[config.mk]
export PLATFORM = sky130hd
export DESIGN_NAME = uart_tx_arbiter
export DESIGN_NICKNAME = d
export VERILOG_FILES = /design/src/rtl/uart_pkg.sv /design/src/rtl/rr_pick.sv /design/src/rtl/uart_tx_arbiter.sv
export SDC_FILE = /design/constraint.sdc
export NUM_CORES = 1
export LEC_CHECK = 0
export CORE_ASPECT_RATIO = 1.75
export CORE_MARGIN = 1
export CORE_UTILIZATION = 35
export CTS_CLUSTER_SIZE = 10
export DETAILED_ROUTE_END_ITERATION = 8
export HOLD_SLACK_MARGIN = 0.12
export PLACE_DENSITY = 0.67
export SYNTH_ARGS = -nofsm -noshare
export SYNTH_HDL_FRONTEND = slang
export SYNTH_SLANG_ARGS = --single-unit
[constraint.sdc]
create_clock -name clk -period 3.1 [get_ports clk]
set_input_delay 0.62 -clock clk [delete_from_list [all_inputs] [get_ports clk]]
set_output_delay 0.62 -clock clk [all_outputs]
set_load 0.01 [all_outputs]
[src/rtl/uart_pkg.sv]
// uart_pkg: arbiter FSM state encodings and default watchdog timeout
package uart_pkg;
  typedef enum logic [1:0] {IDLE, GRANT, DRAIN} arb_state_t;
  localparam int default_timeout = 1024;
endpackage

[src/rtl/rr_pick.sv]
// rr_pick: combinational round-robin picker; first set req after last_grant, wrapping, gives idx and found
module rr_pick #(
  parameter int n = 4,
  parameter int w = $clog2(n)
) (
  input  logic [n-1:0] req,
  input  logic [w-1:0] last_grant,
  output logic [w-1:0] idx,
  output logic         found
);
  int c;
  always_comb begin
    idx = '0;
    found = 1'b0;
    c = 0;
    for (int i = n; i >= 1; i--) begin
      c = (int'(last_grant) + i) % n;
      if (req[w'(c)]) begin
        idx = w'(c);
        found = 1'b1;
      end
    end
  end
endmodule

[src/rtl/uart_tx_arbiter.sv]
// uart_tx_arbiter: message-locked round-robin arbiter of num_req byte streams onto one UART tx handshake, with idle watchdog
module uart_tx_arbiter import uart_pkg::*; #(
  parameter int num_req = 4,
  parameter int timeout_cycles = default_timeout
) (
  input  logic                       clk,
  input  logic                       rst,
  input  logic [num_req-1:0]         req_valid,
  input  logic [8*num_req-1:0]       req_data,
  input  logic [num_req-1:0]         req_last,
  output logic [num_req-1:0]         req_ready,
  output logic                       tx_valid,
  output logic [7:0]                 tx_data,
  input  logic                       tx_ready,
  output logic                       grant_active,
  output logic [$clog2(num_req)-1:0] grant_id,
  output logic                       timeout_pulse
);
  localparam int idw = $clog2(num_req);
  localparam int wdw = timeout_cycles > 1 ? $clog2(timeout_cycles) : 1;
  arb_state_t state, state_d;
  logic [idw-1:0] last_grant, pick;
  logic [wdw-1:0] wd;
  logic [7:0] gbyte;
  logic found, gv, glast, open, accept, tx_fire, to_drain;
  rr_pick #(.n(num_req), .w(idw)) u_pick (
    .req(req_valid),
    .last_grant(last_grant),
    .idx(pick),
    .found(found)
  );
  always_comb begin
    gv = req_valid[grant_id];
    glast = req_last[grant_id];
    gbyte = req_data[8*grant_id +: 8];
    open = state == GRANT && (!tx_valid || tx_ready);
    accept = open && gv;
    tx_fire = tx_valid && tx_ready;
    timeout_pulse = timeout_cycles != 0 && state == GRANT && !gv && wd == wdw'(timeout_cycles - 1);
    req_ready = open ? num_req'(1) << grant_id : '0;
    grant_active = state != IDLE;
    to_drain = (accept && glast) || timeout_pulse;
    state_d = state == IDLE  ? (found ? GRANT : IDLE) :
              state == GRANT ? (to_drain ? DRAIN : GRANT) :
              (!tx_valid || tx_ready) ? IDLE : DRAIN;
  end
  always_ff @(posedge clk)
    if (rst) state <= IDLE;
    else state <= state_d;
  always_ff @(posedge clk)
    if (rst) begin
      tx_valid <= 1'b0;
      tx_data <= '0;
      grant_id <= '0;
      last_grant <= idw'(num_req - 1);
      wd <= '0;
    end else begin
      if (state == IDLE && found) grant_id <= pick;
      if (accept) begin
        tx_data <= gbyte;
        tx_valid <= 1'b1;
      end else if (tx_fire) tx_valid <= 1'b0;
      if (to_drain) last_grant <= grant_id;
      wd <= state == GRANT && !gv && !timeout_pulse ? wd + 1'b1 : '0;
    end
endmodule

==> impl_metrics.toml <==
[detailed_routing]
drt_pass1_iterations = 4
via_count = 1444
wl_met1_um = 1500
drc = 0
drt_iter0_markers = 29
drt_wl_total_um = 4150
vias_per_cell = 5.45
drtAntennaViolNets = 0
highest-signal-layer = "met4"
wl_met3_um = 314
wl_per_cell_um = 15.7
route.met2.wl_um = 2220

[pwr]
p_sw_share_pct = 31.2
p_clk_share_pct = 21.0
p_int_mw = 0.652
switchingPower_mw = 0.296
power_frac_seq_pct = 39.9
total_power_mw = 0.948
comb_power_share_pct = 39.1
p_leak_nw = 0.780
powerDensity_nw_per_um2 = 439
peakVddDrop_uv = 375

[worst_hold_path]
hold_depth = 1
hp-class = "flip-flop to flip-flop"

[grt]
grt_pass1_wl_um = 6800
grt_pass1_vias = 1527
grt_max_degree = 19
grt-ovfl-total = 0
antenna_found_initial = 0
track_usage_pct = 20.2

[synthesis]
synth-async-reset-ratio_pct = 0
synth_ff_type = "dfxtp_1"
synth_area_um2 = 1480
synth_warnings = 0
avgSynthCellArea_um2 = 9.34
ys_ff_latch = 25
yosysUniqueCellTypes = 37
seq_area_frac_synth_pct = 33.9
syn_inst = 158
netlist.area_leader.share_pct = 33.9
syn_nets = 202
post-synth-top-area-cell = "dfxtp_1"
synthTopCellsByArea = "dfxtp_1 (34%), mux4_1 (8.9%), mux2i_1 (7.5%)"
synth-edff-count = 0

[placed_design]
io_buffer_count = 59
hpwl_um = 3300
placed_cell_area_um2 = 2110
dp_worst_setup_slack_ps = 261
placed_cells = 261
gp_congestion = 0.801

[clock_tree]
ctsRootBufferMaster = "clkbuf_8"
path_clk_slew_ps = 90
cts_sinks = 25
ctsResizeCount = 0
clock_latency_ps = 280
clk_path_buf_depth = 2
htree_levels = 1
cts_tree = "done"
cts_setup_buffers = 0
cts_made_buffers = 3
cts_hold_buf = 0

[sta]
fin_tns_setup_ps = 0
rsz0062_at_grt = "false"
worst_pin_slew_ps = 613
holdWs_ps = 482
slew_headroom_pct = 59.0
timing.final.ws_setup_ps = 257
setup_viol = 0
min_period_ps = 2840
fin_crit_sh_pct = 91.7
fmax_ghz = 0.352
slew_violations = 0
fin_worst_skew_ps = 2.80
hold_viol_final = 0

[die]
initial_core_util_pct = 37.4
fp.dieH_um = 87.9
rows = 30
die_w_um = 51.1
die_area_um2 = 4490
coreArea_um2 = 3940
ioPinCount = 60

[cells_and_area]
syn_to_final_growth_pct = 46.3
finalNonFillerCells = 265
design_area_um2 = 2160
nets = 262
drive_gt1_share_pct = 6.91
diodes = 0
utilization_pct = 54.8

[outcome]
outcome = "complete, no violations"

[setup_path]
critPathRequiredTime_ps = 2480
cp_max_fo = 5
critPathArrivalTime_ps = 2220
rr_worst_depth = 5
end_kind = "primary output"
criticalPathCategory = "input pin to primary output"
start_kind = "input pin"

[run]
maxCapViolations = 0
## critical path, cell delays in order
cell	delay (ps)
clkdlybuf4s50_1	430
mux2i_1	180
a22o_1	280
and2_1	170
clkdlybuf4s50_1	540
## registers in the layout, indices dropped and copies added (netlist names)
| signal | flops |
|---|---|
| wd | 10 |
| tx_data | 8 |
| grant_id | 2 |
| last_grant | 2 |
| state | 2 |
| tx_valid | 1 |
## layout by cell type (no fill, tap or decap)
cell type / instances
a31oi_1: 1
or2_2: 1
mux4_2: 4
nand4bb_1: 1
a32o_1: 1
a21oi_1: 5
nand4_1: 3
nand3_1: 7
o22a_1: 1
clkbuf_8: 3
nor3b_1: 1
o211ai_1: 1
nor2b_1: 2
clkdlybuf4s50_1: 59
nor3_1: 1
and3_1: 4
xor2_1: 4
o221ai_1: 1
buf_4: 6
clkinv_2: 1
dfxtp_1: 25
and2_1: 2
o21ai_0: 5
a22oi_1: 2
ha_1: 1
a311oi_1: 1
nor2_1: 28
inv_1: 4
nand2b_1: 4
a22o_1: 1
nor4_1: 2
mux4_1: 5
nand4b_1: 2
and4_1: 2
nand2_1: 9
mux2i_1: 11
and3b_1: 2
xnor2_1: 4
## synth_stat cells, drive strengths merged (3+ instances only)
library cell and instances:
dfxtp 25, a21oi 5, o21ai 5, xor2 4, inv 4, buf 7, and3 4, nor2 28
nand3 7, clkbuf 3, mux2i 11, nand2b 4, nand2 9, nand4 3, xnor2 4, mux4 9
## per-layer routing
| layer | vias to the layer above | track usage (%) |
|---|---|---|
| met5 | - | 0 |
| met4 | 0 | 11.1 |
| met3 | 9 | 3.99 |
| met2 | 58 | 38.4 |
| met1 | 685 | 19.7 |
| li1 | 692 | - |
## power groups by stage
stage	Clock, mW	Sequential, mW	Combinational [mW]
5_1_grt	0.215	0.383	0.400
3_3_place_gp	0	0.384	0.364
6_report	0.199	0.378	0.370
3_5_place_dp	0	0.386	0.372
2_1_floorplan	0	0.386	0.211
4_1_cts	0.205	0.379	0.374
## logic make-up after synthesis
group                    Yosys count  share of synthesized area [%]
AO/OA/AOI/OAI                     19                           8.40
XOR/XNOR                           8                           4.75
adder cells (fa/ha/maj)            1                          0.848
buffers and inverters             14                           5.00
flip-flops                        25                           33.9
multiplexers                      20                           22.5
AND/OR/NAND/NOR                   71                           24.6
## final timing paths
| path | startpoint | end | slack, ps |
|---|---|---|---|
| max | req_valid[1] | timeout_pulse | 260 |
| min reg2reg | wd[0] | wd[0] | 480 |
| min | wd[0] | wd[0] | 480 |
| max reg2reg | grant_id[0] | tx_data[2] | 990 |
## area by class of cell
| class | count | area [um^2] |
|---|---|---|
| clock buffer | 3 | 41.3 |
| clock inverter | 1 | 5.00 |
| fill | 387 | 1780 |
| inverter | 4 | 15.0 |
| multi-input combinational | 119 | 901 |
| sequential | 25 | 500 |
| tap | 48 | 60.1 |
| timing repair buffer | 65 | 636 |
Power figures use the tool's default switching activity.
